`src/rtl/simple_spi_slave_rw_pkg.sv`:
```
// Shared types for the mode-0 SPI responder.
package simple_spi_slave_rw_pkg;

  typedef enum logic [1:0] {
    RESYNC = 2'd0,
    IDLE   = 2'd1,
    ACTIVE = 2'd2
  } state_t;

endpackage

```
`src/rtl/simple_spi_slave_rw_sync_edge.sv`:
```
// Multi-flop synchronizer with level and rise/fall pulse outputs.
module spi_sync_edge #(
  parameter int STAGES = 2
) (
  input  logic CLK,
  input  logic rstn,
  input  logic d,
  output logic q,
  output logic rise,
  output logic fall
);

  logic [STAGES-1:0] sr;
  logic              q_d;

  always_ff @(posedge CLK) begin
    if (!rstn) begin
      sr  <= '0;
      q_d <= 1'b0;
    end else begin
      sr  <= {sr[STAGES-2:0], d};
      q_d <= sr[STAGES-1];
    end
  end

  assign q    = sr[STAGES-1];
  assign rise = q & ~q_d;
  assign fall = ~q & q_d;

endmodule

```
`src/rtl/simple_spi_slave_rw.sv`:
```
// SPI mode-0 responder, oversampled in the CLK domain, word-oriented.
module simple_spi_slave_rw
  import simple_spi_slave_rw_pkg::*;
#(
  parameter int REG_WIDTH   = 8,
  parameter int SYNC_STAGES = 2
) (
  input  logic                         CLK,
  input  logic                         rstn,
  input  logic [REG_WIDTH-1:0]         tx_data,
  input  logic                         tx_valid,
  output logic                         tx_ready,
  output logic [REG_WIDTH-1:0]         rx_data,
  output logic [$clog2(REG_WIDTH):0]   rx_bits,
  output logic                         rx_valid,
  output logic                         tx_underrun,
  input  logic                         spi_clk,
  input  logic                         spi_cs_n,
  input  logic                         spi_mosi,
  output logic                         spi_miso,
  output logic                         spi_miso_oe
);

  localparam int W  = REG_WIDTH;
  localparam int CW = $clog2(REG_WIDTH);
  localparam logic [CW:0]  W_CNT = (CW+1)'(REG_WIDTH);
  localparam logic [W-1:0] ONES  = '1;

  logic sclk_q, sclk_rise, sclk_fall;
  logic cs_q, cs_rise, cs_fall;
  logic [SYNC_STAGES-1:0] mosi_sr;
  logic mosi_q;

  state_t state_q, state_d;

  logic [W-1:0] tx_buf, tx_sh, rx_sh;
  logic         buf_full, word_done;
  logic [CW:0]  bit_cnt;

  logic [W-1:0] rx_sh_sh, rx_sh_now, rx_mask;
  logic [CW:0]  cnt_inc, cnt_now;
  logic act, clk_rise_act, clk_fall_act, word_end;
  logic frame_start, reload, part, wr;

  spi_sync_edge #(.STAGES(SYNC_STAGES)) u_sclk (
    .CLK  (CLK),
    .rstn (rstn),
    .d    (spi_clk),
    .q    (sclk_q),
    .rise (sclk_rise),
    .fall (sclk_fall)
  );

  spi_sync_edge #(.STAGES(SYNC_STAGES)) u_cs (
    .CLK  (CLK),
    .rstn (rstn),
    .d    (spi_cs_n),
    .q    (cs_q),
    .rise (cs_rise),
    .fall (cs_fall)
  );

  always_ff @(posedge CLK) begin
    if (!rstn) mosi_sr <= '0;
    else       mosi_sr <= {mosi_sr[SYNC_STAGES-2:0], spi_mosi};
  end

  assign mosi_q = mosi_sr[SYNC_STAGES-1];

  // Leave RESYNC only once the bus is idle, never mid-frame.
  always_comb begin
    state_d = state_q;
    unique case (state_q)
      RESYNC: if (cs_q && !sclk_q) state_d = IDLE;
      IDLE:   if (cs_fall)         state_d = ACTIVE;
      ACTIVE: if (cs_rise)         state_d = IDLE;
      default:                     state_d = RESYNC;
    endcase
  end

  always_comb begin
    act          = (state_q == ACTIVE);
    clk_rise_act = act & sclk_rise;
    clk_fall_act = act & sclk_fall;
    rx_sh_sh     = {rx_sh[W-2:0], mosi_q};
    cnt_inc      = bit_cnt + 1'b1;
    word_end     = clk_rise_act & (cnt_inc == W_CNT);
    rx_sh_now    = clk_rise_act ? rx_sh_sh : rx_sh;
    cnt_now      = bit_cnt;
    if (clk_rise_act) cnt_now = word_end ? '0 : cnt_inc;
    rx_mask      = ~(ONES << cnt_now);
    frame_start  = (state_q == IDLE) & cs_fall;
    reload       = frame_start | (clk_fall_act & word_done);
    // A clock rise in the closing cycle is folded in before the close.
    part         = act & cs_rise & (cnt_now != '0);
    wr           = tx_valid & tx_ready;
  end

  always_ff @(posedge CLK) begin
    if (!rstn) begin
      state_q     <= RESYNC;
      tx_buf      <= '0;
      buf_full    <= 1'b0;
      tx_sh       <= '0;
      rx_sh       <= '0;
      bit_cnt     <= '0;
      word_done   <= 1'b0;
      rx_data     <= '0;
      rx_bits     <= '0;
      rx_valid    <= 1'b0;
      tx_underrun <= 1'b0;
    end else begin
      state_q     <= state_d;
      rx_valid    <= 1'b0;
      tx_underrun <= 1'b0;

      if (wr) tx_buf <= tx_data;
      buf_full <= wr | (buf_full & ~reload);

      if (reload) begin
        tx_sh       <= buf_full ? tx_buf : '0;
        tx_underrun <= ~buf_full;
      end else if (clk_fall_act) begin
        tx_sh <= {tx_sh[W-2:0], 1'b0};
      end

      if (frame_start)       word_done <= 1'b0;
      else if (word_end)     word_done <= 1'b1;
      else if (clk_fall_act) word_done <= 1'b0;

      if (frame_start) begin
        bit_cnt <= '0;
        rx_sh   <= '0;
      end else if (clk_rise_act) begin
        bit_cnt <= cnt_now;
        rx_sh   <= rx_sh_sh;
      end

      if (word_end) begin
        rx_data  <= rx_sh_sh;
        rx_bits  <= W_CNT;
        rx_valid <= 1'b1;
      end else if (part) begin
        rx_data  <= rx_sh_now & rx_mask;
        rx_bits  <= cnt_now;
        rx_valid <= 1'b1;
      end
    end
  end

  assign tx_ready    = ~buf_full;
  assign spi_miso_oe = (state_q == ACTIVE);
  assign spi_miso    = spi_miso_oe & tx_sh[W-1];

endmodule

```
`config.mk`:
```
export PLATFORM = sky130hd
export DESIGN_NAME = simple_spi_slave_rw
export DESIGN_NICKNAME = d
export VERILOG_FILES = /design/src/rtl/simple_spi_slave_rw_pkg.sv /design/src/rtl/simple_spi_slave_rw_sync_edge.sv /design/src/rtl/simple_spi_slave_rw.sv
export SDC_FILE = /design/constraint.sdc
export NUM_CORES = 1
export LEC_CHECK = 0
export CELL_PAD_IN_SITES_DETAIL_PLACEMENT = 0
export CELL_PAD_IN_SITES_GLOBAL_PLACEMENT = 2
export CORE_MARGIN = 1.5
export CORE_UTILIZATION = 33
export DETAILED_ROUTE_END_ITERATION = 12
export PLACE_DENSITY_LB_ADDON = 0.05
export SLEW_MARGIN = 15
export SYNTH_ARGS = -nofsm -noshare
export SYNTH_HDL_FRONTEND = slang
export SYNTH_SLANG_ARGS = --single-unit
```
`constraint.sdc`:
```
create_clock -name CLK -period 2.35 [get_ports CLK]
set_clock_uncertainty 0.2 [all_clocks]
set_input_delay 0.47 -clock CLK [delete_from_list [all_inputs] [get_ports CLK]]
set_output_delay 0.47 -clock CLK [all_outputs]
set_load 0.1 [all_outputs]
```
**Word-level counts from Yosys, hierarchy flattened**

Cells that the tools add are included.

- $add $sub $neg: 1
- Eq/ne operators: 6
- Shift-type cells: 1
- Muxes and demuxes: 18
- Bitwise logic cells: 25
- Reductions and logical operators: 11

Operators by type and width:

| kind | count |
|---|---|
| 8-bit 2-to-1 mux | 6 |
| 4-bit 2-to-1 mux | 4 |
| 1-bit bitwise AND | 14 |
| 8-bit bitwise AND | 1 |
| 8-bit NOT | 1 |
| 8-bit by 4-bit left shift with 8-bit output (first input constant) | 1 |
| 1-bit NOT | 7 |
| 2-bit 2-to-1 mux | 3 |
| 2-bit one-hot mux with 3 select lines | 1 |
| 2-bit nonzero test | 3 |
| 4-bit by 1-bit adder with 4-bit output (second input constant) | 1 |
| 4-bit == test (second input constant) | 1 |
| 1-bit 2-to-1 mux | 4 |
| 2-bit inequality test (second input constant) | 2 |
| 4-bit nonzero test | 1 |
| 2-bit OR reduction | 2 |
| 3-bit AND reduction | 1 |
| 2-bit by 1-bit == test with 1-bit output (second input constant) | 1 |
| 2-bit == test (second input constant) | 1 |
| 2-bit zero test | 1 |
| 2-bit by 1-bit inequality test with 1-bit output (second input constant) | 1 |
| 1-bit OR | 2 |
| 2-bit AND reduction | 1 |
| 1-bit logical AND | 1 |
| 1-bit zero test | 1 |

- Flip-flop bits (word level): 54
- Output and inout port bits: 17
- Logic and storage cells: 79

**Depth between registers and ports, before layout**

Gate-level depths: netlist (run 1).

- Depth in word-level cells: 11
- Mapped depth: 7
- Gate-level depth less buffers: 6

**Cells and area by module**

From an unflattened synthesis (run 1), not the netlist that was laid out.

- Cells, all modules: 258
- Area, all modules: 2,389.8 um2

By module, submodules not included:

| module | instances | cells an instance | area each (um2) | seq. area each (um2) |
|---|---|---|---|---|
| simple_spi_slave_rw | 1 | 242 | 2,207.1 | 960.9 |
| spi_sync_edge | 2 | 8 | 91.3 | 60.1 |

**Worst setup path after synthesis (run 1)**

Ideal clock, no wire load.

- Kind: register to output
- Start: register state_q[1]
- End: output port spi_miso
- Data arrival time: 1.774 ns
- Required time: 1.680 ns
- Slack: -0.094 ns
- Cell stages (with the launch flop): 4
- Buffers on the path: 1
- Cells stage by stage: dfxtp_1 > nor2b_1 > buf_2 > and2_1

- Longest elaborated chain between the ends: 2

Ends and longest elaborated chain:

| element | line | text |
|---|---|---|
| start, declared | simple_spi_slave_rw.sv:34 | `state_t state_q, state_d;` |
| start signal, assigned | simple_spi_slave_rw.sv:113 | `state_q <= state_d;` |
| 2-bit == test | simple_spi_slave_rw.sv:152 | `assign spi_miso_oe = (state_q == ACTIVE);` |
| via spi_miso_oe | simple_spi_slave_rw.sv:21 | `output logic spi_miso_oe` |
| 1-bit bitwise AND | simple_spi_slave_rw.sv:153 | `assign spi_miso = spi_miso_oe & tx_sh[W-1];` |
| end, declared | simple_spi_slave_rw.sv:20 | `output logic spi_miso,` |

The timed path passes the listed nets, and every way through them passes these cells.

**Worst setup path after layout (run 1)**

- Start: register bit_cnt[1]
- End: register rx_data[2]

- Longest elaborated chain between the ends: 10
- Elaborated cells between the ends (all ways): 13

Ends and longest elaborated chain:

| element | line | text |
|---|---|---|
| start, declared | simple_spi_slave_rw.sv:38 | `logic [CW:0] bit_cnt;` |
| start signal, assigned | simple_spi_slave_rw.sv:135 | `bit_cnt <= cnt_now;` |
| 4-bit by 1-bit adder with 4-bit output | simple_spi_slave_rw.sv:86 | `cnt_inc = bit_cnt + 1'b1;` |
| 4-bit == test | simple_spi_slave_rw.sv:87 | `word_end = clk_rise_act & (cnt_inc == W_CNT);` |
| 1-bit bitwise AND | simple_spi_slave_rw.sv:87 |  |
| 4-bit 2-to-1 mux (2 in a row) | simple_spi_slave_rw.sv:90 | `if (clk_rise_act) cnt_now = word_end ? '0 : cnt_inc;` |
| 8-bit by 4-bit left shift with 8-bit output | simple_spi_slave_rw.sv:91 | `rx_mask = ~(ONES << cnt_now);` |
| 8-bit NOT | simple_spi_slave_rw.sv:91 |  |
| 8-bit bitwise AND | simple_spi_slave_rw.sv:144 | `rx_data <= rx_sh_now & rx_mask;` |
| 8-bit 2-to-1 mux | simple_spi_slave_rw.sv:143 | `end else if (part) begin` |
| 8-bit 2-to-1 mux | simple_spi_slave_rw.sv:139 | `if (word_end) begin` |
| end signal, assigned | simple_spi_slave_rw.sv:140 | `rx_data <= rx_sh_sh;` |
| end signal, assigned | simple_spi_slave_rw.sv:144 |  |
| end, declared | simple_spi_slave_rw.sv:13 | `output logic [REG_WIDTH-1:0] rx_data,` |

Parallel ways exist; a longest one is shown, timed or not. The select of a mux whose other input is x is not followed.
A chain may end at the register's enable or synchronous reset.

==> impl_metrics.yaml, run 1 <==
final_layout:
  fillCellCount: 756
  fin_nets: 344
  synthToLayoutAreaGrowth_pct: 29.4
  diodes: 0
  final_area_mm2: 0.00318
  drive_gt1_share_pct: 24.3
  finalNonFillerCells: 428
drt:
  drc_errors: 0
  drt_wl_total_um: 6680
  routed_via_density: 5.23
  vias: 2238
  routed.top_layer: "met4"
  wl_per_cell_um: 15.6
  met2_length_um: 3250
  route.met3.wl_um: 249
  wirelength_met1_um: 3090
  final_antenna_net_count: 0
  dr.first_iter.drc_count: 150
  drt-pass1-iter-count: 4
clock_network:
  root_buffer: "clkbuf_8"
  clk_pin_slew_worst_paths_ns: 0.11
  htree_levels: 2
  cts_tree: "yes"
  cts_buffers: 5
  cts_buffer_depth: 2
  numClockSinks: 54
  clock_latency_ns: 0.31
  cts_setup_buffers: 0
synthesis:
  synth_edf_count: 0
  yosysWarnings: 0
  synth_cells: 275
  synth_async_sr_flop_share_pct: 0
  ys_seq_area_share_pct: 43.9
  synth.top_cell.area_share_pct: 43.9
  synth_area_mm2: 0.00246
  syn-num-nets: 291
  ys_top_cells_by_area: "dfxtp_1, nand2_1, a21oi_1"
  synth.most_common_cell: "dfxtp_1"
  syn_avg_cell_area_um2: 8.94
  synth.ff_latch_count: 54
  synth_flop_cell: "dfxtp_1"
  ys_types: 62
  synth.largest_area_cell: "dfxtp_1"
  yosys-top-cells-count: "dfxtp_1, nand2_1, a21oi_1"
floorplan:
  coreArea_mm2: 0.00721
  rows: 31
  die_y_um: 89.3
  io_pins: 31
  start_util_pct: 34.1
  dieArea_mm2: 0.00798
  dieWidth_um: 89.3
placed_design:
  gp_congestion: 0.794
  hpwl_um: 4950
  post_dp_cell_area_mm2: 0.00305
  io_buffers: 30
  post-place-cells: 420
pwr:
  power_density_mw_per_mm2: 534
  swShare_pct: 23.4
  fin_total_pwr_w: 0.00170
  p_leak_nw: 1.21
  pwr-share-seq_pct: 55.3
  intPower_w: 0.00130
  ir_worst_vdd_mv: 0.299
  pwr-share-comb_pct: 5.8
  clockPowerShare_pct: 38.9
  switchingPower_w: 0.000398
setup_path:
  cp_max_fo: 10
  r2r_start: "bit_cnt[1]$_SDFFE_PP0N_"
  crit_required_ns: 2.40
  end_kind: "register"
  critPathLaunchType: "register"
  reg2reg_setup_slack_ns: 0.12
  crit_type: "reg2reg"
  crit_start: "bit_cnt[1]$_SDFFE_PP0N_"
  cp.arrival_ns: 2.28
global_route:
  gr-usage-all-layers_pct: 18.1
  grt_antenna_before_repair: 0
  grt_overflow_total: 0
  grt_start_max_net_pins: 21
  grt_pass1_wl_um: 10900
  grt_pass1_vias: 2189
sta:
  maxSlewHeadroom_pct: 61.3
  worst_slew_pin_slew_ns: 0.580
  fmax_mhz: 449
  finalMaxSlewViolations: 0
  setup_violations: 0
  setup-tns-final_ns: 0
  period_share_pct: 94.8
  hold_viol: 0
  min_period_ns: 2.23
  hold_ws_ns: 0.243
hold_path:
  worstHoldStart: "u_sclk.sr[0]$_SDFF_PN0_"
  min_path_type: "reg2reg"
run:
  drv_cap: 0
run_status:
  outcome: "finished, final reports clean"
[worst max-delay path, cell delays in order (launching register included)]
cell,delay (ns)
dfxtp_1,0.40
ha_2,0.26
buf_4,0.14
nand2_2,0.07
or4_4,0.56
nand4_4,0.21
nand4_1,0.13
a31oi_1,0.18
[stage by stage]
step | util (%) | setup slack, ns
2_1_floorplan | - | 0.167
3_3_place_gp | 42.2 | 0.149
3_5_place_dp | 42.2 | 0.108
4_1_cts | 43.8 | 0.0888
5_1_grt | 44.1 | -0.0301
6_report | 44.1 | 0.122
[metal layers]
metal  vias to the layer above  track usage [%]
met1                      1069             23.5
met2                        43             31.0
li1                       1118                -
met4                         0             4.90
met3                         8             3.14
met5                         -                0
[final timing paths]
| path | end | depth (start not counted) |
|---|---|---|
| setup / recovery | rx_data[2]$_SDFFE_PN0P_ | 7 |
| hold / removal | u_sclk.sr[1]$_SDFF_PN0_ | 1 |
| setup reg to reg | rx_data[2]$_SDFFE_PN0P_ | 7 |
| hold reg to reg | u_sclk.sr[1]$_SDFF_PN0_ | 1 |
[cell type report]
| cell class | count | area, um2 | share of cell area, % |
|---|---|---|---|
| Inverter | 4 | 15.0 | 0.472 |
| Clock inverter | 3 | 48.8 | 1.53 |
| Timing Repair Buffer | 61 | 541 | 17.0 |
| Clock buffer | 5 | 68.8 | 2.16 |
| Tap cell | 99 | 124 | 3.89 |
| Multi-Input combinational cell | 202 | 1310 | 41.0 |
| Sequential cell | 54 | 1080 | 34.0 |
[power by group through the flow]
| stage | combinational, W | clock [W] | sequential, W |
|---|---|---|---|
| floorplan | 0.0000493 | 0 | 0.000960 |
| global placement | 0.0000994 | 0 | 0.000962 |
| detailed placement | 0.0000994 | 0 | 0.000963 |
| CTS | 0.0000998 | 0.000684 | 0.000941 |
| global route | 0.000109 | 0.000724 | 0.000943 |
| finish | 0.0000982 | 0.000661 | 0.000941 |
[kinds of logic after synthesis]
logic type | after synthesis | share of synthesized area (%)
AOI/OAI and AO/OA | 76 | 22.5
buffers and inverters | 19 | 3.87
xor gates and xnor gates | 2 | 0.712
muxes | 4 | 1.68
and+or+nand+nor | 118 | 26.2
DFF | 54 | 43.9
adders and majority gates | 2 | 1.02
[flip-flops by register name (all words and copies together) (netlist names)]
name         cells
bit_cnt          4
buf_full         1
mosi_sr          2
rx_bits          4
rx_data          8
rx_sh            8
rx_valid         1
state_q          2
tx_buf           8
tx_sh            8
tx_underrun      1
u_cs.q_d         1
u_cs.sr          2
u_sclk.q_d       1
u_sclk.sr        2
word_done        1
[what timing repair did]
action | CTS | global route
resized for setup | 0 | 5
setup endpoints to repair | 0 | 9
hold buffers | 0 | 0
[cell usage in the layout (no fill, tap or decap), types with 4 or more instances in the layout]
| master | synthesis | final |
|---|---|---|
| dfxtp_1 | 54 | 54 |
| nand2_1 | 44 | 44 |
| buf_4 | 2 | 44 |
| a21oi_1 | 24 | 24 |
| nor2_1 | 21 | 21 |
| clkdlybuf4s50_1 | 0 | 13 |
| a31oi_1 | 9 | 8 |
| and2_1 | 9 | 8 |
| nand4_1 | 7 | 7 |
| a222oi_1 | 7 | 7 |
| nor3_1 | 7 | 6 |
| nand3_1 | 5 | 5 |
| clkbuf_8 | 0 | 5 |
| o21bai_1 | 4 | 4 |
| nand2b_1 | 4 | 4 |
| buf_12 | 0 | 4 |
(Power assumes the default switching activity.)
==> inputs of run 2 (changes only) <==
--- a/config.mk
+++ b/config.mk
@@ -9,6 +9,7 @@
 export CELL_PAD_IN_SITES_GLOBAL_PLACEMENT = 2
 export CORE_MARGIN = 1.5
 export CORE_UTILIZATION = 33
+export CTS_CLUSTER_DIAMETER = 120
 export DETAILED_ROUTE_END_ITERATION = 12
 export PLACE_DENSITY_LB_ADDON = 0.05
 export SLEW_MARGIN = 15
==> results of run 2 <==
The final DEF is identical to that of run 1; final timing and power are the same.
